--- src/rtl/layer_serializer.sv ---
// Parallel-to-serial bridge between neuron layers: captures a complete result
// vector, then streams it out one word per beat with optional idle gaps.
module layer_serializer #(
  parameter int NN        = 6,
  parameter int dataWidth = 16,
  parameter int GAP       = 0
) (
  input  logic                      clk,
  input  logic                      rst,
  input  logic [NN-1:0]             i_valid,
  input  logic [NN*dataWidth-1:0]   i_data,
  output logic                      o_valid,
  output logic [dataWidth-1:0]      o_data,
  output logic                      o_last,
  output logic                      busy,
  output logic                      overrun,
  output logic                      skew_err
);

  localparam int IW = (NN > 1) ? $clog2(NN) : 1;
  localparam int GW = (GAP > 1) ? $clog2(GAP) : 1;
  localparam logic [IW-1:0] IDX_LAST = IW'(NN - 1);
  localparam logic [GW-1:0] GAP_LAST = GW'((GAP > 0) ? (GAP - 1) : 0);
  localparam bit            HAS_GAP  = (GAP > 0);

  localparam logic [1:0] S_IDLE = 2'd0;
  localparam logic [1:0] S_SEND = 2'd1;
  localparam logic [1:0] S_WAIT = 2'd2;

  logic [1:0]           state_q, state_d;
  logic [IW-1:0]        idx_q, idx_d;
  logic [GW-1:0]        gap_q, gap_d;
  logic                 overrun_q, overrun_d;
  logic                 skew_q, skew_d;
  logic                 capture;
  logic [dataWidth-1:0] hold_q [NN];
  logic [dataWidth-1:0] word_in [NN];

  logic all_valid;
  logic any_valid;
  logic is_last;

  assign all_valid = &i_valid;
  assign any_valid = |i_valid;
  assign is_last   = (idx_q == IDX_LAST);

  genvar gi;
  generate
    for (gi = 0; gi < NN; gi++) begin : g_unpack
      assign word_in[gi] = i_data[gi*dataWidth +: dataWidth];
    end
  endgenerate

  always_comb begin
    state_d   = state_q;
    idx_d     = idx_q;
    gap_d     = gap_q;
    capture   = 1'b0;
    overrun_d = overrun_q;
    // A partially valid vector is a protocol error and never captured.
    skew_d    = skew_q | (any_valid & ~all_valid);

    case (state_q)
      S_IDLE: begin
        if (all_valid) begin
          capture = 1'b1;
          idx_d   = '0;
          state_d = S_SEND;
        end
      end

      S_SEND: begin
        if (is_last) begin
          idx_d = '0;
          // Accepting on the last beat keeps o_valid continuous across vectors.
          if (all_valid) begin
            capture = 1'b1;
            state_d = S_SEND;
          end else begin
            state_d = S_IDLE;
          end
        end else begin
          if (all_valid) begin
            overrun_d = 1'b1;
          end
          idx_d = idx_q + 1'b1;
          if (HAS_GAP) begin
            gap_d   = '0;
            state_d = S_WAIT;
          end
        end
      end

      S_WAIT: begin
        if (all_valid) begin
          overrun_d = 1'b1;
        end
        if (gap_q == GAP_LAST) begin
          gap_d   = '0;
          state_d = S_SEND;
        end else begin
          gap_d = gap_q + 1'b1;
        end
      end

      default: begin
        state_d = S_IDLE;
        idx_d   = '0;
        gap_d   = '0;
      end
    endcase
  end

  always_ff @(posedge clk) begin
    if (rst) begin
      state_q   <= S_IDLE;
      idx_q     <= '0;
      gap_q     <= '0;
      overrun_q <= 1'b0;
      skew_q    <= 1'b0;
    end else begin
      state_q   <= state_d;
      idx_q     <= idx_d;
      gap_q     <= gap_d;
      overrun_q <= overrun_d;
      skew_q    <= skew_d;
    end
  end

  // Holding register has no reset: its contents only matter after a capture.
  always_ff @(posedge clk) begin
    if (capture) begin
      for (int k = 0; k < NN; k++) begin
        hold_q[k] <= word_in[k];
      end
    end
  end

  assign o_valid  = (state_q == S_SEND);
  assign o_data   = o_valid ? hold_q[idx_q] : '0;
  assign o_last   = o_valid & is_last;
  assign busy     = (state_q != S_IDLE);
  assign overrun  = overrun_q;
  assign skew_err = skew_q;

endmodule

--- config.mk ---
export PLATFORM = sky130hd
export DESIGN_NAME = layer_serializer
export DESIGN_NICKNAME = d
export VERILOG_FILES = /design/src/rtl/layer_serializer.sv
export SDC_FILE = /design/constraint.sdc
export NUM_CORES = 1
export LEC_CHECK = 0
export ABC_CLOCK_PERIOD_IN_PS = 18300
export BUFFER_PORTS_ARGS = -buffer_cell sky130_fd_sc_hd__buf_2
export CORE_UTILIZATION = 55
export DETAILED_ROUTE_END_ITERATION = 12
export GPL_TIMING_DRIVEN = 0
export PLACE_DENSITY_LB_ADDON = 0.08
export SLEW_MARGIN = 20
export SYNTH_ARGS = -nofsm -noshare
export SYNTH_HDL_FRONTEND = slang
export SYNTH_SLANG_ARGS = --single-unit
--- constraint.sdc ---
create_clock -name clk -period 18.3 [get_ports clk]
set_input_delay 5.49 -clock clk [delete_from_list [all_inputs] [get_ports clk]]
set_output_delay 5.49 -clock clk [all_outputs]
set_load 0.05 [all_outputs]
### Word-level counts from Yosys, hierarchy flattened

Memory sizes are Yosys's and may differ from the RTL's. A register that Yosys moved wholly into a read port is not among the register bits.
Cells that the tools add are included.

* bits in registers: 8
* RAM bits: 96
* bits of input ports: 104
* output and inout port bits: 21
* word-level logic and storage cells: 50
* memories: 1

* $add $sub $neg: 2
* equal/unequal tests: 7
* multiplexer cells: 21
* bitwise gates (word level): 5
* reductions and logical operators: 9

Memories
* hold_q: words 6, width 16, read ports 1, clocked after Yosys merged registers in 1, write ports 6, RTL line 36 `logic [dataWidth-1:0] hold_q [NN];`

Operator list (number)
* 16-bit two-way mux: 1
* 3-bit two-way mux: 4
* 3-bit case mux with 3 select lines: 1
* 1-bit two-way mux: 8
* 2-bit two-way mux: 3
* 2-bit != test, second input constant: 3
* 1-bit case mux with 2 select lines: 3
* 2-bit case mux with 3 select lines: 1
* 6-bit AND reduction: 1
* 6-bit OR reduction: 1
* 2-bit AND reduction: 2
* 2-bit nonzero test: 2
* 3-bit by 1-bit adder with 3-bit output, second input constant: 1
* 3-bit == test, second input constant: 1
* 3-bit AND reduction: 1
* 1-bit AND: 2
* 2-bit by 1-bit == test with 1-bit output, second input constant: 1
* 2-bit == test, second input constant: 1
* 2-bit logical NOT: 1
* 2-bit by 1-bit != test with 1-bit output, second input constant: 1
* 1-bit inverter: 2
* 2-bit OR reduction: 1
* 1-bit adder, second input constant: 1
* 1-bit bitwise OR: 1

### Longest topological paths before layout

* word-level depth: 6
* mapped depth: 6
* gate-level depth less buffers: 3

### Least setup slack after synthesis

Ideal clock, no wire load.

* path kind: input-to-reg
* from: input i_valid[0]
* to: memory hold_q[0][0], enable pin
* library setup time: 582 ps
* data arrival time: 10625 ps
* data required time: 17718 ps
* path slack: 7092 ps
* stages: 3
* path buffers: 0
* path through: nand2_1 or3_1 a21oi_1

RTL lines
* from (decl): RTL line 10 `input logic [NN-1:0] i_valid,`
* to (decl): RTL line 36

### Worst setup path in the final report

* from: register state_q[0]
* to: output o_data[6]

* word-level cells in the longest chain between the ends: 2

Ends and longest elaborated chain
* from (decl): RTL line 30 `logic [1:0] state_q, state_d;`
* from (signal assigned): RTL line 122 `state_q <= state_d;`
* 2-bit by 1-bit == test with 1-bit output: RTL line 139 `assign o_valid = (state_q == S_SEND);`
* 16-bit two-way mux: RTL line 140 `assign o_data = o_valid ? hold_q[idx_q] : '0;`
* to (decl): RTL line 13 `output logic [dataWidth-1:0] o_data,`

Every way passes these cells.

==> flow_metrics.tcl <==
set metrics [dict create \
    grt_antenna_before_repair 0 \
    grt_pass1_vias 2464 \
    syn_area_per_cell_um2 17.3 \
    worstMarginPinSlew_ps 775 \
    worstPathArrival_ps 2230 \
    synth_top_family_by_area "multiplexers" \
    critical_path.endpoint_type "primary output" \
    drtAntennaViolNets 0 \
    finClkSkew_ps 7.92 \
    clk_latency_ps 360 \
    dp_hpwl_mm 5.73 \
    status "finished clean" \
    io_pins 125 \
    irDropWorstVdd_v 0.0000635 \
    vias 2458 \
    crit_end "o_data[6]" \
    drt-total-wl_mm 7.86 \
    p_per_area_nw_per_um2 84.1 \
    synthAdderAreaFrac_pct 0 \
    start_util_pct 58.3 \
    critPathSlowestCell "dfxtp_1" \
    gp_congestion 0.771 \
    netlist_instances 234 \
    post_drt_via_cell_ratio 5.19 \
    max_stage_delay_ps 570 \
    critical_path_class "reg -> out" \
    grt_use_total_pct 21.6 \
    hold_buffers 0 \
    total_leakage_power_uw 0.00185 \
    drive_gt1_share_pct 40.7 \
    critPathTopFamily "buffers and inverters" \
    grt_overflow 0 \
    area_growth_syn_to_layout_pct 26.8 \
    max_freq_mhz 130 \
    drv_cap 0 \
    synth-compound-area-share_pct 7.42 \
    avgRoutedWirePerCell_um 16.6 \
    syn_area_um2 4050 \
    rrSetupSlack_ps 16350 \
    cts_max_level 3 \
    final_nets 477 \
    cts_tree "done" \
    setup_tns_ps 0 \
    hold_depth 2 \
    hold_path_class "reg -> reg" \
    fillers 453 \
    synthXorXnorAreaFrac_pct 0 \
    coreArea_um2 6940 \
    syn_nets 338 \
    path_buf_inv 3 \
    worstRegToRegCells 4 \
    cp.depth 6 \
    cts_made_buffers 9 \
    drtIter0Drc 118 \
    setup_viol 0 \
    die_width_um 87.8 \
    root_buffer "clkbuf_8" \
    startpoint "state_q[0]$_SDFFE_PP0P_" \
    finalHoldViolCount 0 \
    synth-simple-area-share_pct 2.90 \
    io_buffers 124 \
    drtPass1Iterations 4 \
    grt_pass1_wl_mm 11.8 \
    critPathMostFrequentCell "buf_6" \
    drv_slew 0 \
    slew_headroom_pct 47.9 \
    reg2reg_from "idx_q[1]$_SDFFE_PP0P_" \
    required_ps 12810 \
    clkSlewWorstSetupHoldPaths_ps 100 \
    rows 30 \
    antenna_cells 0 \
    power_uw 432 \
    grt_setup_unrepaired "false" \
    clock_path_buffers 2 \
    min_period_ps 7720 \
    reg2reg_to "hold_q[1][8]$_DFFE_PP_" \
    synth.area.mux_share_pct 11.9 \
    layout_commonest_cell "buf_2" \
    most-common-layout-cells "buf_2 (128), edfxtp_1 (96), mux2i_1 (48), o22a_1 (16)" \
    die_area_um2 7710 \
    drc_errors 0 \
    synth.ff_latch_count 105 \
    postCtsSetupBuffers 0 \
    clock-sinks 105 \
    path_cells "or3b_1 -> buf_6 -> buf_6 -> o22a_1 -> o21ai_1 -> buf_2" \
    post-route-period-util_pct 42.2 \
    synthDistinctLibCells 27 \
    start_kind "register" \
    worst-path-max-fanout 10 \
    grt_max_degree 28 \
    ys_seq_area_share_pct 75.6 \
    yosysWarnings 0 \
    final_core_util_pct 73.9 \
    post_cts_resized 0 \
    dieHeight_um 87.8 \
]
-- metal layers --
layer | part of all wire, % | vias to the layer above | global-route usage (%)
li1 | - | 1198 | -
met1 | 41 | 1159 | 25.5
met2 | 51 | 94 | 38.0
met3 | 7.3 | 7 | 6.31
met4 | 0.59 | 0 | 6.71
met5 | 0 | - | 0
-- kinds of logic after synthesis --
group | Yosys count
flops | 105
mux | 48
buf+inv | 15
compound gates | 45
simple gates | 21
-- final cells by class --
type	instances	area, µm²	share of cell area [%]
tap	96	120	2.34
timing repair buffer	128	731	14.2
multi-input combinational	114	910	17.7
sequential	105	3060	59.7
buffer	11	72.6	1.41
clock inverter	7	97.6	1.90
clock buffer	9	124	2.41
inverter	4	15.0	0.293
-- state kept, by name (all words and copies together) (netlist names), named ones only --
register  flops
idx_q         3
skew_err      1
overrun       1
hold_q       96
state_q       1
-- through the flow --
step | setup WS [ps] | hold WS (ps) | std cells | area (µm²)
floorplan | 7090 | 530 | 234 | 4050
global placement | 5550 | 455 | 454 | 4790
detailed placement | 10900 | 475 | 458 | 4910
CTS | 10580 | 491 | 474 | 5130
global route | 10460 | 517 | 474 | 5130
finish | 10580 | 486 | 474 | 5130
-- cell usage after synthesis --
cell type  number  area (µm²)
nor4_1          1        6.26
or3b_1          1        8.76
inv_1           4        15.0
o22ai_1         7        43.8
dfxtp_1         9         180
nor3_1          2        10.0
nand2_1         6        22.5
nand2b_1        1        6.26
buf_6           3        33.8
nor3b_1         1        7.51
buf_2           4        20.0
mux2i_1        48         480
o21ai_2         1        8.76
edfxtp_1       96        2880
clkbuf_1        3        11.3
nand3_1         3        15.0
or2b_1          1        7.51
or3_1           1        6.26
o21ai_1         9        45.0
and3b_1         1        8.76
nand3b_1        2        15.0
a21oi_1         5        25.0
o21a_1          1        7.51
buf_4           1        7.51
nor2_1          1        3.75
o21ai_0         6        30.0
o22a_1         16         140
-- where the power goes --
group	switching (µW)	internal (µW)	total (µW)	leakage, µW
clock	83.4	67.5	151	0.000111
sequential	0.561	263	264	0.000938
combinational	7.48	9.73	17.2	0.000804
total	91.4	340	432	0.00185
-- how the worst min path moves through the flow --
stage          slack, ps                   end             startpoint
3_3_place_gp         460  overrun$_SDFFE_PP0P_   overrun$_SDFFE_PP0P_
2_1_floorplan        530              register  idx_q[0]$_SDFFE_PP0P_
4_1_cts              490  overrun$_SDFFE_PP0P_   overrun$_SDFFE_PP0P_
5_1_grt              520  overrun$_SDFFE_PP0P_   overrun$_SDFFE_PP0P_
3_5_place_dp         470  overrun$_SDFFE_PP0P_   overrun$_SDFFE_PP0P_
6_report             490  overrun$_SDFFE_PP0P_   overrun$_SDFFE_PP0P_
-- tightest hold or removal path, cell delays in order, from the launching register on --
cell and delay [ps]:
dfxtp_1 320, inv_1 50, o22ai_1 80
Power figures use the tool's default switching activity.
